--- config.mk ---
export PLATFORM = sky130hd
export DESIGN_NAME = bin_to_bcd_seq
export DESIGN_NICKNAME = d
export VERILOG_FILES = /design/src/rtl/bin_to_bcd_seq.sv
export SDC_FILE = /design/constraint.sdc
export NUM_CORES = 1
export LEC_CHECK = 0
export ABC_AREA = 1
export BUFFER_PORTS_ARGS = -buffer_cell sky130_fd_sc_hd__buf_2
export CORE_ASPECT_RATIO = 1.4
export CORE_MARGIN = 2
export CORE_UTILIZATION = 51
export CTS_BUF_LIST = sky130_fd_sc_hd__clkbuf_16
export DETAILED_ROUTE_END_ITERATION = 10
export PLACE_DENSITY = 0.72
export SYNTH_ARGS = -nofsm -noshare
export SYNTH_HDL_FRONTEND = slang
export SYNTH_SLANG_ARGS = --single-unit
--- constraint.sdc ---
create_clock -name CLK -period 2 [get_ports CLK]
set_input_delay 0.4 -clock CLK [delete_from_list [all_inputs] [get_ports CLK]]
set_output_delay 0.4 -clock CLK [all_outputs]
set_load 0.05 [all_outputs]
--- src/rtl/bin_to_bcd_seq.sv ---
// Sequential double-dabble binary-to-BCD converter, one bit per clock.
// Values above 999999 saturate to 24'h999999 and set OVF/DP_OUT for the display.
module bin_to_bcd_seq #(
  parameter int BIN_W = 20
) (
  input  logic             CLK,
  input  logic             RST_N,
  input  logic             START,
  input  logic [BIN_W-1:0] BIN_IN,
  output logic             BUSY,
  output logic             DONE,
  output logic [23:0]      BCD_OUT,
  output logic             OVF,
  output logic [7:0]       DP_OUT
);

  localparam logic [1:0]  ST_IDLE  = 2'd0;
  localparam logic [1:0]  ST_SHIFT = 2'd1;
  localparam logic [1:0]  ST_DONE  = 2'd2;
  localparam logic [4:0]  CNT_LOAD = 5'(BIN_W);
  localparam logic [31:0] BCD_MAX  = 32'd999999;

  logic [1:0]       state_reg;
  logic [4:0]       cnt_reg;
  logic [BIN_W-1:0] bin_reg;
  logic [23:0]      scratch_reg;
  logic             ovf_flag_reg;
  logic [23:0]      bcd_reg;
  logic             ovf_reg;
  logic             done_reg;
  logic [7:0]       dp_reg;

  logic [23:0]      adj;
  logic [31:0]      bin_ext;
  logic             in_ovf;

  assign bin_ext = 32'(BIN_IN);
  assign in_ovf  = (bin_ext > BCD_MAX);

  // Add-3 correction on every scratch digit before the shift.
  generate
    for (genvar gi = 0; gi < 6; gi++) begin : g_adj
      assign adj[gi*4 +: 4] = (scratch_reg[gi*4 +: 4] >= 4'd5) ?
                              (scratch_reg[gi*4 +: 4] + 4'd3) :
                              scratch_reg[gi*4 +: 4];
    end
  endgenerate

  always_ff @(posedge CLK or negedge RST_N) begin
    if (!RST_N) begin
      state_reg    <= ST_IDLE;
      cnt_reg      <= '0;
      bin_reg      <= '0;
      scratch_reg  <= '0;
      ovf_flag_reg <= 1'b0;
      bcd_reg      <= '0;
      ovf_reg      <= 1'b0;
      done_reg     <= 1'b0;
      dp_reg       <= '0;
    end else begin
      done_reg <= 1'b0;
      case (state_reg)
        ST_IDLE: begin
          if (START) begin
            bin_reg      <= BIN_IN;
            scratch_reg  <= '0;
            cnt_reg      <= CNT_LOAD;
            ovf_flag_reg <= in_ovf;
            state_reg    <= ST_SHIFT;
          end
        end
        ST_SHIFT: begin
          scratch_reg <= {adj[22:0], bin_reg[BIN_W-1]};
          bin_reg     <= {bin_reg[BIN_W-2:0], 1'b0};
          cnt_reg     <= cnt_reg - 5'd1;
          if (cnt_reg == 5'd1) begin
            state_reg <= ST_DONE;
          end
        end
        ST_DONE: begin
          // Outputs are registered here so DONE and BCD_OUT appear together.
          bcd_reg   <= ovf_flag_reg ? 24'h999999 : scratch_reg;
          ovf_reg   <= ovf_flag_reg;
          dp_reg    <= ovf_flag_reg ? 8'h3F : 8'h00;
          done_reg  <= 1'b1;
          state_reg <= ST_IDLE;
        end
        default: begin
          state_reg <= ST_IDLE;
        end
      endcase
    end
  end

  assign BUSY    = (state_reg != ST_IDLE);
  assign DONE    = done_reg;
  assign BCD_OUT = bcd_reg;
  assign OVF     = ovf_reg;
  assign DP_OUT  = dp_reg;

endmodule
==> impl_metrics.env, run 1 <==
export IMPL_status="complete, no violations"
export IMPL_fin_cells=648
export IMPL_synth_area_sq_um=4020
export IMPL_synthTopCellsByArea="dfrtp_1, nand2_1, inv_1"
export IMPL_dp_slack_ns=0.473
export IMPL_cp_slowest_stage_delay_ns=0.44
export IMPL_die_x_microns=79.0
export IMPL_cp_end_kind="primary output"
export IMPL_maxSlewHeadroom_pct=66.0
export IMPL_peakVddDrop_mv=0.997
export IMPL_drv_cap=0
export IMPL_arrival_ns=1.32
export IMPL_gp_congestion=0.913
export IMPL_ios=58
export IMPL_drive_above_1_share_pct=17.0
export IMPL_timing_fmax_mhz=580
export IMPL_dr_pass1_iters=4
export IMPL_portBuffers=55
export IMPL_report_final_hold_viol_count=0
export IMPL_synth_top_flop_cell="dfrtp_1"
export IMPL_nNetsFinal=581
export IMPL_die_h_microns=109
export IMPL_overflow=0
export IMPL_wire_per_inst_microns=12.2
export IMPL_fp_dieArea_sq_um=8620
export IMPL_antenna_found_initial=0
export IMPL_p_per_area_nw_per_um2=1880
export IMPL_postLayoutCoreUtil_pct=60.0
export IMPL_hold_ws_ns=0.0142
export IMPL_dpl_instance_area_sq_um=4290
export IMPL_p_leak_nw=2.46
export IMPL_wl_met3_microns=447
export IMPL_crit_path_top_delay_cell="dfrtp_1"
export IMPL_min_period_ns=1.72
export IMPL_ys_types=23
export IMPL_ant_nets=0
export IMPL_finalPower_mw=8.69
export IMPL_synthTopCellsByCount="nand2_1, dfrtp_1, inv_1"
export IMPL_drcViolationCount=0
export IMPL_async_reset_ff_share_pct=100
export IMPL_vias_per_cell=5.12
export IMPL_startpoint_type="register"
export IMPL_drtIter0Drc=129
export IMPL_tns_ns=0
export IMPL_worstSkewPairLatency_ns=0.34
export IMPL_grt_pass1_vias=3148
export IMPL_reg2reg_setup_slack_ns=0.48
export IMPL_setup_viol=0
export IMPL_synthMostInstantiatedCell="nand2_1"
export IMPL_coreArea_sq_um=7700
export IMPL_synth_largest_area_cell="dfrtp_1"
export IMPL_root_buffer="clkbuf_16"
export IMPL_ys_seq_area_share_pct=48.6
export IMPL_routed_wl_mm=7.90
export IMPL_dpl_hpwl_mm=5.72
export IMPL_cp_max_fo=4
export IMPL_avgSynthCellArea_sq_um=8.09
export IMPL_cts_buffer_depth=2
export IMPL_cts_resized_gates=0
export IMPL_htreeDepth=3
export IMPL_clock_sinks=78
export IMPL_path_cells="nor2_1 > inv_1 > buf_2"
export IMPL_crit_required_ns=1.60
export IMPL_grt_start_max_net_pins=38
export IMPL_wl_met2_mm=3.83
export IMPL_area_delta_synth_final_pct=14.9
export IMPL_ys_seq_elements=78
export IMPL_worst_pin_slew_ns=0.509
export IMPL_numCtsBuffers=9
export IMPL_timing_final_crit_share_pct=86.1
export IMPL_netlist_area_leader_share_pct=48.6
export IMPL_grt_pass1_wl_mm=13.7
export IMPL_clock_skew_ns=0.00521
export IMPL_fillCellCount=710
export IMPL_rsz0062_at_grt="false"
export IMPL_finalMaxSlewViolations=0
export IMPL_final_area_sq_um=4620
export IMPL_hold_buffers=0
export IMPL_rows=38
export IMPL_final_setup_worst_slack_ns=0.277
export IMPL_clk_pin_slew_worst_paths_ns=0.06
export IMPL_crit_type="reg -> out"
export IMPL_synthCells=497
export IMPL_routed_top_layer="met4"
export IMPL_synth_edf_count=0
export IMPL_dp_cells=633
export IMPL_n_antenna_cell=0
export IMPL_cts_setup_buffers=0
export IMPL_cts_tree="yes"
export IMPL_vias=3318
export IMPL_grt_usage_pct=20.4
export IMPL_initial_core_util_pct=52.2
export IMPL_wirelength_met1_mm=3.47
export IMPL_hold_path_class="in -> async"
export IMPL_yosys_warnings=0
worst max-delay path: cells and delay by family (launching register included):
kind	cells	cell delay (ns)
DFF	1	0.44
and+or+nand+nor	1	0.27
buffers and inverters	2	0.27
final timing paths:
| check | start | to | depth (start not counted) |
|---|---|---|---|
| worst min-delay path | RST_N | scratch_reg[7] | 1 |
| max in group asynchronous | RST_N | bin_reg[16] | 2 |
| worst max-delay path | state_reg[0] | BUSY | 3 |
| worst min register to register | scratch_reg[21] | scratch_reg[21] | 2 |
| min in group CLK | BIN_IN[0] | bin_reg[0] | 3 |
| worst max register to register | state_reg[0] | BCD_OUT[18] | 5 |
cell families (layout without fill, tap and decap cells):
logic type               after synthesis  in the layout  share of synthesized area [%]
flip-flops                            78             78                           48.6
other                                  1              2                         0.0933
buffers and inverters                 94            144                           11.4
adder cells (fa/ha/maj)               14             14                           4.36
AO/OA/AOI/OAI                         87             87                           12.2
AND/OR/NAND/NOR                      223            223                           23.4
cell usage in the layout (no fill, tap or decap), types with 12 or more instances in the layout:
cell	count
nand2_1	144
dfrtp_1	78
inv_1	65
buf_2	54
nand3_1	39
o21ai_1	30
o21ai_0	28
nor2_1	22
ha_1	14
nand4_1	13
a21oi_1	12
routing by layer:
metal	global-route usage [%]	up-vias
met5	0	-
met4	10.8	0
met3	3.64	12
met2	34.0	95
met1	25.3	1545
li1	-	1666
power breakdown:
part	total (mW)	internal, mW	leakage, nW	switching, mW
registers	2.74	2.28	0.960	0.455
clock network	1.81	1.20	0.164	0.605
logic	4.15	1.22	1.34	2.92
layout make-up:
cell class / count / area (sq um) / share of cell area, %
timing repair buffer: 60 / 340 / 7.37
clock buffer: 9 / 225 / 4.88
tap: 100 / 125 / 2.71
multi-input combinational: 326 / 1610 / 34.9
inverter: 69 / 259 / 5.61
sequential: 78 / 1950 / 42.3
clock inverter: 6 / 103 / 2.22
Power figures use the tool's default switching activity.
==> inputs of run 2 (changes only) <==
CORE_ASPECT_RATIO = 1.75   (was 1.4)
==> run 2 against run 1 <==
Final area is 1.7% lower. First-iteration DRC count is 130% higher. Non-clock buffer count is 1 higher. Worst hold slack better by 0.30 ns. Register-to-register slack better by 0.09 ns. Critical endpoint unchanged. Highest routed layer unchanged.
==> impl_metrics.env, run 2 (same netlist as run 1, synthesis figures left out) <==
export IMPL_status="complete, no violations"
export IMPL_clock_sinks=78
export IMPL_finalMaxSlewViolations=0
export IMPL_drcViolationCount=0
export IMPL_p_leak_nw=2.43
export IMPL_area_delta_synth_final_pct=13.0
export IMPL_drv_cap=0
export IMPL_multiInputGateArea_sq_um=1610
export IMPL_cts_buffer_depth=2
export IMPL_min_period_ns=1.66
export IMPL_crit_cells=3
export IMPL_hp_start="BIN_IN[0]"
export IMPL_die_x_microns=71.1
export IMPL_antenna_found_initial=0
export IMPL_crit_required_ns=1.60
export IMPL_peakVddDrop_mv=0.905
export IMPL_die_h_microns=121
export IMPL_numCtsBuffers=9
export IMPL_crit_path_top_delay_cell="dfrtp_1"
export IMPL_fp_dieArea_sq_um=8630
export IMPL_grt_pass1_wl_mm=14.0
export IMPL_vias_per_cell=5.17
export IMPL_drtIter0Drc=299
export IMPL_layout_commonest_cell="nand2_1"
export IMPL_ant_nets=0
export IMPL_layout_common_cells="nand2_1, dfrtp_1, inv_1"
export IMPL_tns_ns=0
export IMPL_gp_congestion=0.778
export IMPL_p_per_area_nw_per_um2=1820
export IMPL_cp_end_kind="primary output"
export IMPL_report_final_hold_viol_count=0
export IMPL_whs_path_depth=3
export IMPL_grt_start_max_net_pins=52
export IMPL_final_setup_worst_slack_ns=0.336
export IMPL_initial_core_util_pct=52.7
export IMPL_grt_pass1_vias=3094
export IMPL_cts_setup_buffers=0
export IMPL_n_antenna_cell=0
export IMPL_ios=58
export IMPL_root_buffer="clkbuf_16"
export IMPL_cts_resized_gates=0
export IMPL_rr_startpoint="state_reg[0]"
export IMPL_crit_start="state_reg[0]"
export IMPL_cts_tree="yes"
export IMPL_r2r_end="BCD_OUT[21]"
export IMPL_grt_usage_pct=20.8
export IMPL_routed_wl_mm=8.15
export IMPL_clock_skew_ns=0.00484
export IMPL_coreArea_sq_um=7620
export IMPL_path_cells="nor2_1 > inv_1 > buf_2"
export IMPL_startpoint_type="register"
export IMPL_setup_viol=0
export IMPL_htreeDepth=3
export IMPL_holdPathEnd="bin_reg[0]"
export IMPL_cp_max_fo=4
export IMPL_timing_fmax_mhz=601
export IMPL_dr_pass1_iters=4
export IMPL_vias=3297
export IMPL_fillCellCount=696
export IMPL_worstSkewPairLatency_ns=0.34
export IMPL_arrival_ns=1.26
export IMPL_portBuffers=55
export IMPL_cp_slowest_stage_delay_ns=0.44
export IMPL_reg2reg_setup_slack_ns=0.57
export IMPL_crit_buf_inv=2
export IMPL_critPathTopFamily="flip-flops"
export IMPL_nNetsFinal=582
export IMPL_drive_above_1_share_pct=16.5
export IMPL_dp_slack_ns=0.556
export IMPL_dpl_hpwl_mm=5.59
export IMPL_clk_pin_slew_worst_paths_ns=0.05
export IMPL_rows=42
export IMPL_timing_final_crit_share_pct=83.2
export IMPL_hold_path_class="in -> reg"
export IMPL_overflow=0
export IMPL_crit_type="reg -> out"
export IMPL_rr_worst_depth=5
export IMPL_rsz0062_at_grt="false"
export IMPL_register_area_sq_um=1950
export IMPL_wire_per_inst_microns=12.8
-- run 2: changes by cell type in the layout (fill, tap and decap cells not counted) --
cell / previous run / this run
clkinv_1: 1 / 5
bufinv_16: 3 / 0
clkinvlp_4: 0 / 1
dlygate4sd3_1: 0 / 1
inv_1: 65 / 64
-- run 2: through the flow --
stage	std cells	util, %	hold slack (ns)	instance area, sq um	total power, mW
5_1_grt	638	59.6	0.324	4540	9.02
6_report	638	59.6	0.318	4540	8.28
3_3_place_gp	621	56.1	0.354	4280	6.78
3_5_place_dp	621	56.1	0.357	4280	6.90
2_1_floorplan	498	-	0.104	4020	6.14
4_1_cts	638	59.6	0.319	4540	8.36
-- run 2: repair_timing --
action | in CTS | in global routing
hold endpoints to repair | 16 | 0
hold buffers | 1 | 0
endpoints found under the setup margin | 0 | 0
-- run 2: worst max-delay path by stage --
stage                        to
floorplan             DP_OUT[0]
global placement    BCD_OUT[21]
detailed placement  BCD_OUT[21]
CTS                        BUSY
global route               BUSY
finish                     BUSY
-- run 2: cell type report --
type	count	area share (%)
Inverter	69	5.70
Clock buffer	9	4.96
Clock inverter	7	0.689
Sequential cell	78	43.0
Multi-Input combinational cell	326	35.5
Timing Repair Buffer	61	7.71
Tap cell	88	2.42
-- run 2: where the power goes --
group          switching (mW)  internal [mW]  leakage (nW)
Sequential              0.434           2.28         0.960
Combinational            2.91           1.23          1.34
Clock                   0.614          0.815         0.123
-- run 2: per-layer routing --
metal | track usage, % | wire (microns) | vias to the layer above
li1 | - | - | 1673
met1 | 25.2 | 3560 | 1534
met2 | 35.2 | 4090 | 80
met3 | 5.23 | 357 | 10
met4 | 8.25 | 146 | 0
met5 | 0 | 0 | -
-- run 2: worst register-to-register path, stage by stage, from the launching register on --
cell     delay, ns
dfrtp_1       0.45
inv_1         0.08
nand2_2       0.31
nor2_4        0.06
inv_2         0.28
o21ai_0       0.13
